`src/rtl/mac_arbiter_if.sv`:
```
// mac_arbiter_if: operand/result bus between N_REQ requesters and the
// shared multiply-add arbiter.
//   req_valid  per-requester request valid
//   req_a/b/c  packed operands, requester i at [i*WIDTH +: WIDTH]
//   req_ready  one-hot (or zero) grant back to the requesters
//   res_valid  one-cycle result pulse
//   res_id     requester that owns res_data
//   res_data   A*B + C
// modport master: requester/consumer side; modport slave: arbiter side.
interface mac_arbiter_if #(
    parameter int WIDTH     = 8,
    parameter int N_REQ     = 4,
    parameter int ID_W      = $clog2(N_REQ),
    parameter int OUT_WIDTH = 2 * WIDTH
);
    logic [N_REQ-1:0]       req_valid;
    logic [N_REQ*WIDTH-1:0] req_a;
    logic [N_REQ*WIDTH-1:0] req_b;
    logic [N_REQ*WIDTH-1:0] req_c;
    logic [N_REQ-1:0]       req_ready;
    logic                   res_valid;
    logic [ID_W-1:0]        res_id;
    logic [OUT_WIDTH-1:0]   res_data;

    modport master (
        output req_valid, req_a, req_b, req_c,
        input  req_ready, res_valid, res_id, res_data
    );

    modport slave (
        input  req_valid, req_a, req_b, req_c,
        output req_ready, res_valid, res_id, res_data
    );
endinterface

```
`src/rtl/mac_arbiter.sv`:
```
// mac_arbiter: round-robin arbiter that shares one two-stage multiply-add
// pipeline (A*B + C) between N_REQ requesters and tags each result with the
// originating requester index.
//   clk          rising-edge clock
//   reset        synchronous active-high reset
//   hold         blocks new grants; in-flight entries keep draining
//   bus          mac_arbiter_if.slave (requests in, grants and results out)
//   busy         high while either pipeline stage holds a valid entry
//   issue_count  number of accepted requests, wraps modulo 2^16
module mac_arbiter #(
    parameter int WIDTH     = 8,
    parameter int OUT_WIDTH = 16,
    parameter int N_REQ     = 4,
    parameter int ID_W      = $clog2(N_REQ)
) (
    input  logic                 clk,
    input  logic                 reset,
    input  logic                 hold,
    mac_arbiter_if.slave         bus,
    output logic                 busy,
    output logic [15:0]          issue_count
);

    logic [WIDTH-1:0]     a_arr [N_REQ];
    logic [WIDTH-1:0]     b_arr [N_REQ];
    logic [WIDTH-1:0]     c_arr [N_REQ];

    logic [ID_W-1:0]      ptr_reg;
    logic [ID_W-1:0]      winner;
    logic [ID_W-1:0]      scan_idx;
    logic                 found;
    logic                 grant;

    logic                 s1_v_reg;
    logic [OUT_WIDTH-1:0] s1_prod_reg;
    logic [WIDTH-1:0]     s1_c_reg;
    logic [ID_W-1:0]      s1_id_reg;

    logic                 res_valid_reg;
    logic [ID_W-1:0]      res_id_reg;
    logic [OUT_WIDTH-1:0] res_data_reg;
    logic [15:0]          issue_count_reg;

    // Unpack the flat operand buses into per-requester lanes.
    generate
        for (genvar gi = 0; gi < N_REQ; gi++) begin : g_unpack
            assign a_arr[gi] = bus.req_a[gi*WIDTH +: WIDTH];
            assign b_arr[gi] = bus.req_b[gi*WIDTH +: WIDTH];
            assign c_arr[gi] = bus.req_c[gi*WIDTH +: WIDTH];
        end
    endgenerate

    // Scan from ptr upward; ID_W-bit addition wraps modulo N_REQ because
    // N_REQ is a power of two.
    always_comb begin
        found    = 1'b0;
        winner   = '0;
        scan_idx = '0;
        for (int k = 0; k < N_REQ; k++) begin
            scan_idx = ptr_reg + ID_W'(k);
            if (!found && bus.req_valid[scan_idx]) begin
                found  = 1'b1;
                winner = scan_idx;
            end
        end
    end

    // A grant is always a transfer: ready is only raised where valid is high.
    assign grant = found && !hold && !reset;

    generate
        for (genvar gi = 0; gi < N_REQ; gi++) begin : g_ready
            assign bus.req_ready[gi] = grant && (winner == ID_W'(gi));
        end
    endgenerate

    always_ff @(posedge clk) begin
        if (reset) begin
            ptr_reg         <= '0;
            s1_v_reg        <= 1'b0;
            s1_prod_reg     <= '0;
            s1_c_reg        <= '0;
            s1_id_reg       <= '0;
            res_valid_reg   <= 1'b0;
            res_id_reg      <= '0;
            res_data_reg    <= '0;
            issue_count_reg <= '0;
        end else begin
            s1_v_reg <= grant;
            if (grant) begin
                ptr_reg         <= winner + ID_W'(1);
                // Widen before multiplying so the product is full OUT_WIDTH.
                s1_prod_reg     <= OUT_WIDTH'(a_arr[winner]) * OUT_WIDTH'(b_arr[winner]);
                s1_c_reg        <= c_arr[winner];
                s1_id_reg       <= winner;
                issue_count_reg <= issue_count_reg + 16'd1;
            end

            // C is added one stage after the multiply, alongside its product.
            res_valid_reg <= s1_v_reg;
            if (s1_v_reg) begin
                res_data_reg <= s1_prod_reg + OUT_WIDTH'(s1_c_reg);
                res_id_reg   <= s1_id_reg;
            end
        end
    end

    assign bus.res_valid = res_valid_reg;
    assign bus.res_id    = res_id_reg;
    assign bus.res_data  = res_data_reg;
    assign busy          = s1_v_reg | res_valid_reg;
    assign issue_count   = issue_count_reg;

endmodule

```
`src/flat_wrapper.sv`:
```
// flat-port wrapper written by rule: the top's interface ports become plain ports
module mac_arbiter_flat 
#(
    parameter int WIDTH     = 8,
    parameter int OUT_WIDTH = 16,
    parameter int N_REQ     = 4,
    parameter int ID_W      = $clog2(N_REQ)
)
  (clk, reset, hold, busy, issue_count, bus_req_valid, bus_req_a, bus_req_b, bus_req_c, bus_req_ready, bus_res_valid, bus_res_id, bus_res_data);
  mac_arbiter_if #(.WIDTH(WIDTH), .N_REQ(N_REQ), .ID_W(ID_W), .OUT_WIDTH(OUT_WIDTH)) bus_i ();
  input  logic clk;
  input  logic reset;
  input  logic hold;
  output logic busy;
  output logic [15:0] issue_count;
  input wire logic [$bits(bus_i.req_valid)-1:0] bus_req_valid;
  input wire logic [$bits(bus_i.req_a)-1:0] bus_req_a;
  input wire logic [$bits(bus_i.req_b)-1:0] bus_req_b;
  input wire logic [$bits(bus_i.req_c)-1:0] bus_req_c;
  output wire logic [$bits(bus_i.req_ready)-1:0] bus_req_ready;
  output wire logic [$bits(bus_i.res_valid)-1:0] bus_res_valid;
  output wire logic [$bits(bus_i.res_id)-1:0] bus_res_id;
  output wire logic [$bits(bus_i.res_data)-1:0] bus_res_data;
  assign bus_i.req_valid = bus_req_valid;
  assign bus_i.req_a = bus_req_a;
  assign bus_i.req_b = bus_req_b;
  assign bus_i.req_c = bus_req_c;
  assign bus_req_ready = bus_i.req_ready;
  assign bus_res_valid = bus_i.res_valid;
  assign bus_res_id = bus_i.res_id;
  assign bus_res_data = bus_i.res_data;
  mac_arbiter #(.WIDTH(WIDTH), .OUT_WIDTH(OUT_WIDTH), .N_REQ(N_REQ), .ID_W(ID_W)) u_core (.clk(clk), .reset(reset), .hold(hold), .bus(bus_i), .busy(busy), .issue_count(issue_count));
endmodule
```
`config.mk`:
```
export PLATFORM = sky130hd
export DESIGN_NAME = mac_arbiter_flat
export DESIGN_NICKNAME = d
export VERILOG_FILES = /design/src/rtl/mac_arbiter_if.sv /design/src/rtl/mac_arbiter.sv /design/src/flat_wrapper.sv
export SDC_FILE = /design/constraint.sdc
export NUM_CORES = 1
export LEC_CHECK = 0
export ABC_AREA = 1
export CAP_MARGIN = 20
export CORE_MARGIN = 3
export CORE_UTILIZATION = 52
export CTS_CLUSTER_SIZE = 8
export DETAILED_ROUTE_END_ITERATION = 6
export MAX_ROUTING_LAYER = met4
export PLACE_DENSITY = 0.83
export REMOVE_ABC_BUFFERS = 1
export SKIP_LAST_GASP = 1
export SYNTH_ARGS = -nofsm -noshare
export SYNTH_HDL_FRONTEND = slang
export SYNTH_SLANG_ARGS = --single-unit
export TNS_END_PERCENT = 1
```
`constraint.sdc`:
```
create_clock -name clk -period 6.68 [get_ports clk]
set_input_delay 1.336 -clock clk [delete_from_list [all_inputs] [get_ports clk]]
set_output_delay 1.336 -clock clk [all_outputs]
set_load 0.01 [all_outputs]
```
# ---- Word-level counts from Yosys, hierarchy flattened
# Index checks and enable logic that the tools add are counted.
dict set report totals {
  input_bits 103
  elab_cells 66
  out_inout_bits 40
  reg_bits 64
}
dict set report op_classes {
  n_eq_ne 3
  multipliers 1
  n_reduce_logical 15
  addsub 6
  order_cmp 5
  mux 25
  bitwise_logic 2
}
# operator count
set op_table {}
lappend op_table {{$bmux W8 S2} 3}
lappend op_table {{$mux W8} 6}
lappend op_table {{$add A16 B1 Y16 const B} 1}
lappend op_table {{$add A16 B8 Y16} 1}
lappend op_table {{$mul A8 B8 Y16} 1}
lappend op_table {{$lt A2 B3 Y1 const B} 4}
lappend op_table {{$logic_and A1 B1 Y1} 9}
lappend op_table {{$bmux W1 S2} 4}
lappend op_table {{$mux W1} 8}
lappend op_table {{$mux W2} 4}
lappend op_table {{$logic_not A1 Y1} 5}
lappend op_table {{$add A2 B1 Y2 const B} 2}
lappend op_table {{$add A2 B2 Y2 const B} 2}
lappend op_table {{$eq A2 B2 Y1 const B} 2}
lappend op_table {{$ge A3 B3 Y1 const B} 1}
lappend op_table {{$not A2 Y3} 1}
lappend op_table {{$eq A2 B1 Y1 const B} 1}
lappend op_table {{$logic_not A2 Y1} 1}
lappend op_table {{$or A1 B1 Y1} 1}

# ---- Logic depth before layout (Yosys ltp)
# Gate-level depths: netlist of run 1.
dict set report logic_depth {
  depth_word 17
  mapped_depth 37
}

# ---- Worst setup path after synthesis of run 1
# No wires, ideal clock.
dict set report synth_path {
  kind {input -> register}
  startpoint {in bus_req_valid[3]}
  endpoint {reg u_core.s1_prod_reg[13]}
  t_arrival_ns 5.934
  path_buffers 2
  cell_stages 28
  t_required_ns 6.552
  path_slack_ns 0.618
  setup_time_ns 0.128
  cell_sequence {inv_1 nand2_1 nand3_1 nand2_2 nor2_4 nand3_4 nand3_2 inv_2 buf_6 buf_6 nand2_1 nand3_2 nand2_2 nor2_1 fa_1 fa_1 fa_1 inv_1 fa_1 inv_1 ha_1 a21o_1 a21oi_1 o21ai_0 a21oi_1 a21oi_1 o21ai_0 o21ai_0}
}
dict set report synth_via {
  elab_chain_cells 17
  word_cells_on_any_way 32
  classes_between {mul: 1; mux: 22; bitwise: 1; reduce/logical: 8}
}
# element line_no
set synth_lines {}
lappend synth_lines {{from (decl)} flat_wrapper.sv:16} ;# input wire logic [$bits(bus_i.req_valid)-1:0] bus_req_valid;
lappend synth_lines {{$bmux W1 S2} mac_arbiter.sv:61} ;# if (!found && bus.req_valid[scan_idx]) begin
lappend synth_lines {{$mux W1 (implied by the code)} mac_arbiter.sv:61}
lappend synth_lines {{$mux W1} mac_arbiter.sv:61}
lappend synth_lines {{$logic_not A1 Y1} mac_arbiter.sv:61}
lappend synth_lines {{$logic_and A1 B1 Y1} mac_arbiter.sv:61}
lappend synth_lines {{$mux W1} mac_arbiter.sv:61}
lappend synth_lines {{$logic_not A1 Y1} mac_arbiter.sv:61}
lappend synth_lines {{$logic_and A1 B1 Y1} mac_arbiter.sv:61}
lappend synth_lines {{$mux W1} mac_arbiter.sv:61}
lappend synth_lines {{$logic_not A1 Y1} mac_arbiter.sv:61}
lappend synth_lines {{$logic_and A1 B1 Y1} mac_arbiter.sv:61}
lappend synth_lines {{$mux W2 *} mac_arbiter.sv:61}
lappend synth_lines {{named net u_core.winner[0]} mac_arbiter.sv:29} ;# logic [ID_W-1:0] winner;
lappend synth_lines {{$not A2 Y3 (implied by the code) *} mac_arbiter.sv:93} ;# s1_prod_reg <= OUT_WIDTH'(a_arr[winner]) * OUT_WIDTH'(b_arr[winner]);
lappend synth_lines {{$bmux W8 S2} mac_arbiter.sv:93}
lappend synth_lines {{$mux W8 (implied by the code) (2 in series)} mac_arbiter.sv:93}
lappend synth_lines {{$mul A8 B8 Y16 *} mac_arbiter.sv:93}
lappend synth_lines {{to (signal assigned)} mac_arbiter.sv:93}
lappend synth_lines {{to (decl)} mac_arbiter.sv:35} ;# logic [OUT_WIDTH-1:0] s1_prod_reg;
# Mark *: on every way through the listed nets, which the timed path passes. The rest lies on a longest branch. The select of a mux whose other input is x is not followed.
# A chain may end at the register's enable or synchronous reset.

# ---- Final worst setup path of run 1
dict set report layout_path {
  startpoint {in bus_req_valid[3]}
  endpoint {reg u_core.s1_prod_reg[14]}
}
dict set report layout_via {
  elab_chain_cells 17
  word_cells_on_any_way 32
  classes_between {mul: 1; mux: 22; bitwise: 1; reduce/logical: 8}
}
# element line_no
set layout_lines {}
lappend layout_lines {{$bmux W1 S2} mac_arbiter.sv:61}
lappend layout_lines {{$mux W1 (implied by the code)} mac_arbiter.sv:61}
lappend layout_lines {{$mux W1} mac_arbiter.sv:61}
lappend layout_lines {{$logic_not A1 Y1} mac_arbiter.sv:61}
lappend layout_lines {{$logic_and A1 B1 Y1} mac_arbiter.sv:61}
lappend layout_lines {{$mux W1} mac_arbiter.sv:61}
lappend layout_lines {{$logic_not A1 Y1} mac_arbiter.sv:61}
lappend layout_lines {{$logic_and A1 B1 Y1} mac_arbiter.sv:61}
lappend layout_lines {{$mux W1} mac_arbiter.sv:61}
lappend layout_lines {{$logic_not A1 Y1} mac_arbiter.sv:61}
lappend layout_lines {{$logic_and A1 B1 Y1} mac_arbiter.sv:61}
lappend layout_lines {{$mux W2} mac_arbiter.sv:61}
lappend layout_lines {{$not A2 Y3 (implied by the code)} mac_arbiter.sv:93}
lappend layout_lines {{$bmux W8 S2} mac_arbiter.sv:93}
lappend layout_lines {{$mux W8 (implied by the code) (2 in series)} mac_arbiter.sv:93}
lappend layout_lines {{$mul A8 B8 Y16} mac_arbiter.sv:93}
# Parallel ways exist; a longest one is shown, timed or not. The select of a mux whose other input is x is not followed.

==> results of run 1 <==
timing repair:
| item | CTS | global route |
|---|---|---|
| endpoints found under the setup margin | 0 | 7 |
| buffers inserted | 0 | 5 |
| resized for setup | 0 | 52 |
worst max-delay path: cells and delay by family:
kind | cells | cell delay [ns]
simple gates | 21 | 1.92
compound gates | 1 | 0.08
fa+ha+maj | 5 | 2.40
buf+inv | 6 | 0.63
cells in the mapped netlist (2+ instances only):
| cell type | n | share of area, % |
|---|---|---|
| nand2_1 | 239 | 14 |
| inv_1 | 133 | 8.0 |
| nor2_1 | 110 | 6.7 |
| nand3_1 | 67 | 5.4 |
| dfxtp_1 | 64 | 21 |
| ha_1 | 49 | 9.9 |
| o21ai_0 | 41 | 3.3 |
| fa_1 | 37 | 12 |
| a21oi_1 | 33 | 2.7 |
| nand3_2 | 17 | 2.7 |
| xor2_1 | 16 | 2.3 |
| nand2_2 | 15 | 1.5 |
| clkbuf_1 | 9 | 0.54 |
| buf_2 | 8 | 0.65 |
| inv_2 | 8 | 0.48 |
| buf_6 | 7 | 1.3 |
| buf_4 | 6 | 0.73 |
| nand4_1 | 5 | 0.50 |
| nor3_1 | 5 | 0.40 |
| o211ai_1 | 5 | 0.61 |
| o22ai_1 | 5 | 0.50 |
| xnor2_1 | 5 | 0.71 |
| nand3b_1 | 4 | 0.48 |
| a31oi_1 | 3 | 0.30 |
| o21a_1 | 3 | 0.36 |
| or2_2 | 3 | 0.30 |
| a21o_1 | 2 | 0.24 |
| a22o_1 | 2 | 0.28 |
| o211ai_2 | 2 | 0.40 |
| o21ai_1 | 2 | 0.16 |
| o221ai_1 | 2 | 0.28 |
through the flow:
stage / std cells / util [%] / TNS, ns
2_1_floorplan: 886 / - / -1.188
3_3_place_gp: 1219 / 69.71 / -0.1163
3_5_place_dp: 1219 / 69.71 / -0.8598
4_1_cts: 1235 / 72.32 / 0
5_1_grt: 1242 / 74.72 / 0
6_report: 1242 / 74.72 / 0
path summary, 6_finish.rpt:
path / cells after the start / from / slack [ns] / to
worst min register to register: 2 / u_core.s1_c_reg[4] / 0.46 / u_core.s1_c_reg[4]
worst max-delay path: 33 / bus_req_valid[3] / 0.48 / u_core.s1_prod_reg[14]
worst min-delay path: 2 / u_core.s1_c_reg[4] / 0.46 / u_core.s1_c_reg[4]
worst max register to register: 33 / u_core.ptr_reg[0] / 0.82 / u_core.s1_prod_reg[14]
kinds of logic (layout without fill, tap and decap cells):
kind of cell / after synthesis / in the layout / synth area share [%]
AO/OA/AOI/OAI: 104 / 104 / 9.623
XOR/XNOR: 21 / 21 / 2.965
adder cells (fa/ha/maj): 86 / 86 / 21.83
buffers and inverters: 172 / 355 / 11.78
flip-flops: 64 / 64 / 20.66
AND/OR/NAND/NOR: 469 / 469 / 33.15
layout by cell type, fill, tap and decap left out, drive strengths merged:
master,n
a21oi,33
a211oi,1
o21ai,43
ha,49
nor3,5
nor4,1
a21o,2
a22oi,1
o21bai,1
dlymetal6s2s,4
a22o,2
clkdlybuf4s50,138
clkbuf,15
nand2,254
nand3,85
xor2,16
o221ai,2
xnor2,5
bufinv,1
fa,37
clkinv,3
a31oi,3
o22ai,5
nor2,111
buf,53
inv,141
a221oi,1
o211ai,7
nand3b,4
or2,4
nand4,5
dfxtp,64
o21a,3
area by class of cell:
cell class | count | area, µm² | area share [%]
Sequential cell | 64 | 1281 | 14.89
Clock buffer | 13 | 260.3 | 3.025
Inverter | 142 | 538.0 | 6.253
Clock inverter | 3 | 40.04 | 0.4653
Multi-Input combinational cell | 680 | 4360 | 50.68
Tap cell | 143 | 178.9 | 2.079
Timing Repair Buffer | 197 | 1946 | 22.61
layer usage:
layer | share of wire (%) | global-route usage [%] | vias to the layer above
li1 | - | - | 3239
met1 | 41 | 32.13 | 2937
met2 | 50 | 48.03 | 247
met3 | 5.3 | 3.842 | 47
met4 | 3.3 | 10.56 | 0
met5 | 0 | - | -
==> reports/results.txt, run 1 <==
Final number of hold-violating endpoints = 0
Wire length of the first global-routing pass = 28.76 mm
Post-DP Area = 0.008028 mm²
Skew-Pair Late Insertion Delay = 0.33 ns
Clock buffers created by TritonCTS = 9
Core Box Area = 0.01152 mm²
Diode count = 0
Worst-margin pin slew = 0.9069 ns
Clk sinks = 64
H-tree levels = 3
Dominant synthesized flop cell = dfxtp_1
Number of DRC markers in iteration 0 = 563
Worst clock skew = 0.004103 ns
Slowest library cell on the worst path = fa_1
Count of buffers inserted at the top-level ports = 142
Relative max-transition margin = 39.46%
Area growth from synthesis to final layout = 38.73%
Number of failing setup endpoints in the final timing report = 0
I/O pin count = 143
Result of the run = finished clean
Count of TritonRoute iterations in the first routing pass = 6
Floorplan die width = 115.2 µm
Total wire length = 17.80 mm
Summed instance area of the synthesized netlist = 0.006202 mm²
Final critical-path setup slack = 0.4756 ns
Number of register bits inferred by synthesis = 64
CP peak stage delay = 0.58 ns
Number of enable flip-flop cells after synthesis = 0
Final Cycle Share = 92.88%
RePlAce Congestion = 0.9416
Number of max-cap violations = 0
Worst hold slack = 0.4630 ns
Root buffer cell = clkbuf_16
Post-Synthesis Cells = 916
Grt total ovfl = 0
Final routed wire length divided by cell count = 14.33 µm
Maximum number of buffers from clock root to sink = 2
Setup repair after global routing missed its margin = false
Worst Setup Slack post-DPL = -0.2479 ns
Ratio of cells with drive above 1 in the final layout = 14.01%
Total global-route track usage = 27.59%
Number of filler cells placed in the layout = 896
Vias in the first global route = 6268
Number of nets with antenna violations after routing = 0
Number of vias after detailed routing = 6470
Synth warnings = 0
Standard-cell rows = 39
Total count of max-transition violations in the final report = 0
DRC violations left = 0
Worst Setup End Kind = flop
Path category of the worst min-delay check = flop to flop
Final worst path period need = 6.204 ns
Share of synthesized area occupied by flip-flops and latches = 20.66%
Most used cell, CP = nand2_2
Drt via density = 5.209
Top achievable clock speed = 161.2 MHz
Maximum number of pins on one net before global-route repair = 30
Critical path class = input port to flop
Die footprint = 0.01327 mm²
Antenna violations before repair = 0
HPWL Detailed = 13.54 mm
Data arrival at the endpoint of the critical path = 6.41 ns
Total non-filler cell area in the finished layout = 0.008605 mm²
Number of distinct library cells after synthesis = 40
Clock-pin slew reported for the worst setup and hold paths after clock tree synthesis = 0.05 ns
Number of buffers added to fix hold violations after cts = 0
Vertical die dimension = 115.2 µm
Startpoint Class = input port
Required time of the critical path = 6.88 ns
Async S/R FF share, synth = 0%
Starting utilization of the core area = 53.86%
Average instance area after synthesis = 6.771 µm²
Final Net Count = 1283
Biggest fanout along the worst timing path = 14
CTS tree = done
Power of run 1 is not shown: default switching activity piles up to over one toggle a cycle in this logic, so the estimate is an artifact.
==> run 2, diff against run 1 <==
--- a/config.mk
+++ b/config.mk
@@ -6,6 +6,7 @@
 export NUM_CORES = 1
 export LEC_CHECK = 0
 export ABC_AREA = 1
+export ABC_CLOCK_PERIOD_IN_PS = 6680
 export CAP_MARGIN = 20
 export CORE_MARGIN = 3
 export CORE_UTILIZATION = 52
==> results of run 2 <==
No change in the layout: final DEF, timing and power equal those of run 1.
Power of run 2 is left out for the same reason.
